`src/rtl/seq_detect_param_if.sv`:
```
// Serial-stream bus for seq_detect_param: sample/control inputs plus match pulse and counter.
// The bench drives through master; the detector connects as slave.
interface seq_detect_param_if #(
  parameter int PAT_W = 3,
  parameter int CNT_W = 8
);
  logic             in;
  logic             en;
  logic             overlap;
  logic             mealy_sel;
  logic             pat_load;
  logic [PAT_W-1:0] pat_in;
  logic             cnt_clr;
  logic             out;
  logic [CNT_W-1:0] match_cnt;

  modport master (
    output in, en, overlap, mealy_sel, pat_load, pat_in, cnt_clr,
    input  out, match_cnt
  );

  modport slave (
    input  in, en, overlap, mealy_sel, pat_load, pat_in, cnt_clr,
    output out, match_cnt
  );
endinterface

```
`src/rtl/seq_detect_param.sv`:
```
// Programmable PAT_W-bit serial pattern detector with overlap/non-overlap matching,
// Mealy or registered match pulse, and a saturating match counter.
module seq_detect_param #(
  parameter int               PAT_W   = 3,
  parameter logic [PAT_W-1:0] PATTERN = 3'b101,
  parameter int               CNT_W   = 8
) (
  input logic              clk,
  input logic              rst,
  seq_detect_param_if.slave bus
);

  localparam int               FILL_W      = $clog2(PAT_W + 1);
  localparam logic [FILL_W-1:0] FILL_FULL   = FILL_W'(PAT_W);
  localparam logic [FILL_W-1:0] FILL_PRIMED = FILL_W'(PAT_W - 1);
  localparam logic [CNT_W-1:0]  CNT_MAX     = '1;

  logic [PAT_W-1:0]  pat_reg;
  logic [PAT_W-1:0]  hist;
  logic [PAT_W-1:0]  nhist;
  logic [FILL_W-1:0] fill;
  logic [FILL_W-1:0] fill_next;
  logic              out_r;
  logic              sample;
  logic              hit;
  logic [CNT_W-1:0]  cnt;

  // A match needs PAT_W-1 older valid bits plus the incoming one; a pattern
  // load in the same cycle discards the sample.
  always_comb begin
    nhist     = {hist[PAT_W-2:0], bus.in};
    sample    = bus.en && !bus.pat_load;
    hit       = sample && (fill >= FILL_PRIMED) && (nhist == pat_reg);
    fill_next = fill;
    if (hit && !bus.overlap) begin
      fill_next = '0;
    end else if (fill != FILL_FULL) begin
      fill_next = fill + FILL_W'(1);
    end
  end

  always_ff @(posedge clk) begin
    if (!rst) begin
      pat_reg <= PATTERN;
      hist    <= '0;
      fill    <= '0;
      out_r   <= 1'b0;
      cnt     <= '0;
    end else begin
      if (bus.pat_load) begin
        pat_reg <= bus.pat_in;
        hist    <= '0;
        fill    <= '0;
      end else if (bus.en) begin
        hist <= nhist;
        fill <= fill_next;
      end

      out_r <= hit;

      // A clear coincident with a hit leaves that hit counted.
      if (bus.cnt_clr) begin
        cnt <= hit ? CNT_W'(1) : '0;
      end else if (hit && (cnt != CNT_MAX)) begin
        cnt <= cnt + CNT_W'(1);
      end
    end
  end

  assign bus.out       = rst && (bus.mealy_sel ? hit : out_r);
  assign bus.match_cnt = cnt;

endmodule

```
`src/flat_wrapper.sv`:
```
// flat-port wrapper written by rule: the top's interface ports become plain ports
module seq_detect_param_flat 
#(
  parameter int               PAT_W   = 3,
  parameter logic [PAT_W-1:0] PATTERN = 3'b101,
  parameter int               CNT_W   = 8
)
  (clk, rst, bus_in, bus_en, bus_overlap, bus_mealy_sel, bus_pat_load, bus_pat_in, bus_cnt_clr, bus_out, bus_match_cnt);
  seq_detect_param_if #(.PAT_W(PAT_W), .CNT_W(CNT_W)) bus_i ();
  input logic clk;
  input logic rst;
  input wire logic [$bits(bus_i.in)-1:0] bus_in;
  input wire logic [$bits(bus_i.en)-1:0] bus_en;
  input wire logic [$bits(bus_i.overlap)-1:0] bus_overlap;
  input wire logic [$bits(bus_i.mealy_sel)-1:0] bus_mealy_sel;
  input wire logic [$bits(bus_i.pat_load)-1:0] bus_pat_load;
  input wire logic [$bits(bus_i.pat_in)-1:0] bus_pat_in;
  input wire logic [$bits(bus_i.cnt_clr)-1:0] bus_cnt_clr;
  output wire logic [$bits(bus_i.out)-1:0] bus_out;
  output wire logic [$bits(bus_i.match_cnt)-1:0] bus_match_cnt;
  assign bus_i.in = bus_in;
  assign bus_i.en = bus_en;
  assign bus_i.overlap = bus_overlap;
  assign bus_i.mealy_sel = bus_mealy_sel;
  assign bus_i.pat_load = bus_pat_load;
  assign bus_i.pat_in = bus_pat_in;
  assign bus_i.cnt_clr = bus_cnt_clr;
  assign bus_out = bus_i.out;
  assign bus_match_cnt = bus_i.match_cnt;
  seq_detect_param #(.PAT_W(PAT_W), .PATTERN(PATTERN), .CNT_W(CNT_W)) u_core (.clk(clk), .rst(rst), .bus(bus_i));
endmodule
```
`config.mk`:
```
export PLATFORM = sky130hd
export DESIGN_NAME = seq_detect_param_flat
export DESIGN_NICKNAME = d
export VERILOG_FILES = /design/src/rtl/seq_detect_param_if.sv /design/src/rtl/seq_detect_param.sv /design/src/flat_wrapper.sv
export SDC_FILE = /design/constraint.sdc
export NUM_CORES = 1
export LEC_CHECK = 0
export CAP_MARGIN = 20
export CORE_ASPECT_RATIO = 1.2
export CORE_MARGIN = 1.5
export CORE_UTILIZATION = 51
export DETAILED_ROUTE_END_ITERATION = 16
export HOLD_SLACK_MARGIN = 0.03
export PLACE_DENSITY = 0.79
export SYNTH_ARGS = -nofsm -noshare
export SYNTH_HDL_FRONTEND = slang
export SYNTH_SLANG_ARGS = --single-unit
```
`constraint.sdc`:
```
create_clock -name clk -period 2.5 [get_ports clk]
set_input_delay 0.5 -clock clk [delete_from_list [all_inputs] [get_ports clk]]
set_output_delay 0.5 -clock clk [all_outputs]
set_load 0.005 [all_outputs]
```
==> metrics <==
status=finished, final reports clean; WP data arrival=2.59 ns; final hold slack=0.502 ns; cell family with most CP delay=buffers and inverters; Multi-input gate area=470 µm²; Sw Pwr=0.119 mW; RSZ-0062 raised after global routing=no; Synth cell types=29; Combinational Power Share=15.7%; met3 WL post-DR=94 µm; CP peak stage delay=0.48 ns; Layout area overhead=41.4%; crit-path max FO=8; Initial Util=55.6%; highest routed layer=met4; grt ovf=0; metal2 WL=1.09 mm; global-route wire length before repair=3.05 mm; Worst Path Buf+Inv=9; CTS H-tree depth=1; headroom to the max-slew limit=83.6%; fill count=100; Cell Int Power=0.397 mW; period utilisation layout=94.9%; Final Instance Area=1170 µm²; Setup Skew=0.00499 ns; total track usage=23.7%; CTS Root Cell=clkbuf_4; Nets=142; Max Clk Rate=421 MHz; sw frac=23.0%; Register Area=320 µm²; cts hold-fix bufs=0; Syn. warnings=0; crit start category=primary input; final antenna-violating net count=0; Core Area=1480 µm²; VDD IR max=0.000444 V; fin crit period=2.37 ns; kind of end point of the critical path=flip-flop; flops & latches, synth=16; Worst-Margin Slew=0.246 ns; Pleak=0.479 nW; Critical Path, Cell by Cell=dlygate4sd2_1 -> xor2_1 -> nor2_1 -> buf_4 -> buf_4 -> buf_4 -> buf_4 -> buf_4 -> buf_4 -> buf_4 -> buf_4 -> nand3_4 -> or4_1 -> a21oi_1; Setup CP Type=primary input to flip-flop; critical path required time=2.72 ns; max reg flops=8; # DRC=0; layout cells sized above 1=17.3%; initial antenna violation count=0; Die Area=1870 µm²; area leader, netlist=dfxtp_1; Worst-path clk slew=0.10 ns; sequential cell area fraction in the yosys report=38.8%; Routed WL=2.05 mm; top-area cell type share of the netlist area=38.8%; CTS tree=built; cell row count=15; Post-Syn Area=825 µm²; final count of hold timing violations=0; Post-Syn Area per Cell=8.96 µm²; IO Port Bufs=19; placed cell area=1060 µm²; CTS Buffer Depth=2; register share of total power=51.2%; # setup viols final=0; io pins=20; vias per inst=5.52; CTS Buf Count=3; Slowest cell on crit path=or4_1; Power Density=442 nW/µm²; synth top area cells=dfxtp_1 39%, mux2i_1 8.5%, o21ai_0 4.9%; DR vias=795; Clock power frac=33.1%; Clk Latency, worst-skew pair=0.28 ns; most frequent cell on the critical path=buf_4; gpl congestion=0.806; DIE WIDTH=39.7 µm; HP Class=flip-flop to flip-flop; Die H=47.0 µm; TNS Setup=0 ns; DRT met1 WL=849 µm; wire per inst=14.3 µm; max-slew violations=0; Iteration-0 DRC Markers=30; # diodes=0; DPL Wire Length=1.42 mm; Mapped Cells=92; number of global-route vias before repair=743; Sink Count=16; DR pass1 iterations=4; largest net degree at the start of global routing=10; Max-Cap Viols=0; Syn Nets=106
stage by stage:
step / setup WS, ns / util, % / cells / power, mW
3_3_place_gp: -0.101 / 71.8 / 132 / 0.324
4_1_cts: 0.126 / 77.6 / 143 / 0.511
3_5_place_dp: -0.160 / 71.8 / 132 / 0.326
2_1_floorplan: 0.646 / - / 92 / 0.296
5_1_grt: 0.0184 / 78.6 / 144 / 0.534
6_report: 0.128 / 78.6 / 144 / 0.516
synth_stat cells (all sizes together):
cell,n
a31oi,1
and4,1
inv,5
nand4,3
o21ai,8
and2,1
or3,3
o31ai,1
nor4b,1
nand2b,2
nor2b,5
and3,2
a21oi,6
or4,1
nand3b,1
xor2,3
a211oi,1
mux2i,7
nand2,7
buf,3
nand3,5
nor2,4
o211ai,1
dfxtp,16
nand4b,1
ha,3
worst paths after layout:
| check | startpoint | endpoint | slack (ns) | depth (start not counted) |
|---|---|---|---|---|
| worst max-delay path | bus_in | u_core.bus.match_cnt[5] | 0.13 | 14 |
| worst min register to register | u_core.bus.match_cnt[6] | u_core.bus.match_cnt[6] | 0.50 | 2 |
| worst min-delay path | u_core.bus.match_cnt[6] | u_core.bus.match_cnt[6] | 0.50 | 2 |
| worst max register to register | u_core.hist[0] | u_core.bus.match_cnt[5] | 0.21 | 13 |
area by class of cell:
type                            count  share of cell area, %
Multi-Input combinational cell     68                   40.3
Sequential cell                    16                   27.5
Timing Repair Buffer               34                   25.6
Clock buffer                        4                   3.11
Tap cell                           17                   1.82
Inverter                            5                   1.61
power groups by stage:
stage	clock (mW)	sequential (mW)	combinational, mW
floorplan	0	0.269	0.0276
global placement	0	0.270	0.0545
detailed placement	0	0.270	0.0563
CTS	0.171	0.264	0.0763
global route	0.183	0.265	0.0867
finish	0.171	0.264	0.0811
cell usage in the layout (no fill, tap or decap):
| cell type | netlist | final |
|---|---|---|
| nor4b_4 | 1 | 1 |
| dfxtp_1 | 16 | 16 |
| or4_1 | 1 | 1 |
| nand4_1 | 3 | 3 |
| o31ai_1 | 1 | 1 |
| mux2i_1 | 7 | 7 |
| inv_1 | 5 | 5 |
| nand3_4 | 0 | 1 |
| and3_1 | 2 | 2 |
| nor2_1 | 4 | 4 |
| nand2_1 | 7 | 7 |
| and2_4 | 0 | 1 |
| or3_1 | 3 | 3 |
| o211ai_1 | 1 | 1 |
| dlygate4sd2_1 | 0 | 3 |
| o21ai_0 | 8 | 8 |
| buf_4 | 1 | 15 |
| a211oi_1 | 1 | 1 |
| nand4b_1 | 1 | 1 |
| nand2b_1 | 2 | 2 |
| xor2_1 | 3 | 3 |
| nand3_1 | 4 | 4 |
| a31oi_1 | 1 | 1 |
| ha_1 | 3 | 3 |
| nor2b_1 | 5 | 5 |
| and4_1 | 1 | 1 |
| nand3b_1 | 1 | 1 |
| clkdlybuf4s50_1 | 0 | 16 |
| a21oi_1 | 6 | 6 |
| clkbuf_8 | 0 | 1 |
| clkbuf_4 | 0 | 3 |
worst register-to-register path: cells and delay by family, from the launching register on:
kind                      cells  cell delay [ns]
AOI/OAI and AO/OA             1             0.14
and+or+nand+nor               3             0.75
xor gates and xnor gates      1             0.18
buffers and inverters         8             0.80
DFF                           1             0.36
cell families (layout without fill, tap and decap cells):
kind of cell	Yosys count	count (layout)	synth area share (%)
mux	7	7	8.50
simple gates	37	37	27.8
fa+ha+maj	3	3	4.55
flops	16	16	38.8
buf+inv	8	43	5.16
compound gates	18	18	12.0
xor+xnor	3	3	3.19
routing by layer:
metal	vias up	GRT usage (%)
li1	397	-
met1	366	26.7
met2	30	44.9
met3	2	3.32
met4	0	6.90
met5	-	0
repair_timing:
item	4_1_cts	5_1_grt
pin swaps	3	2
resized for setup	4	1
setup endpoints to repair	1	2
setup buffers	7	1
Note: power is estimated with default switching activity, not from simulation.
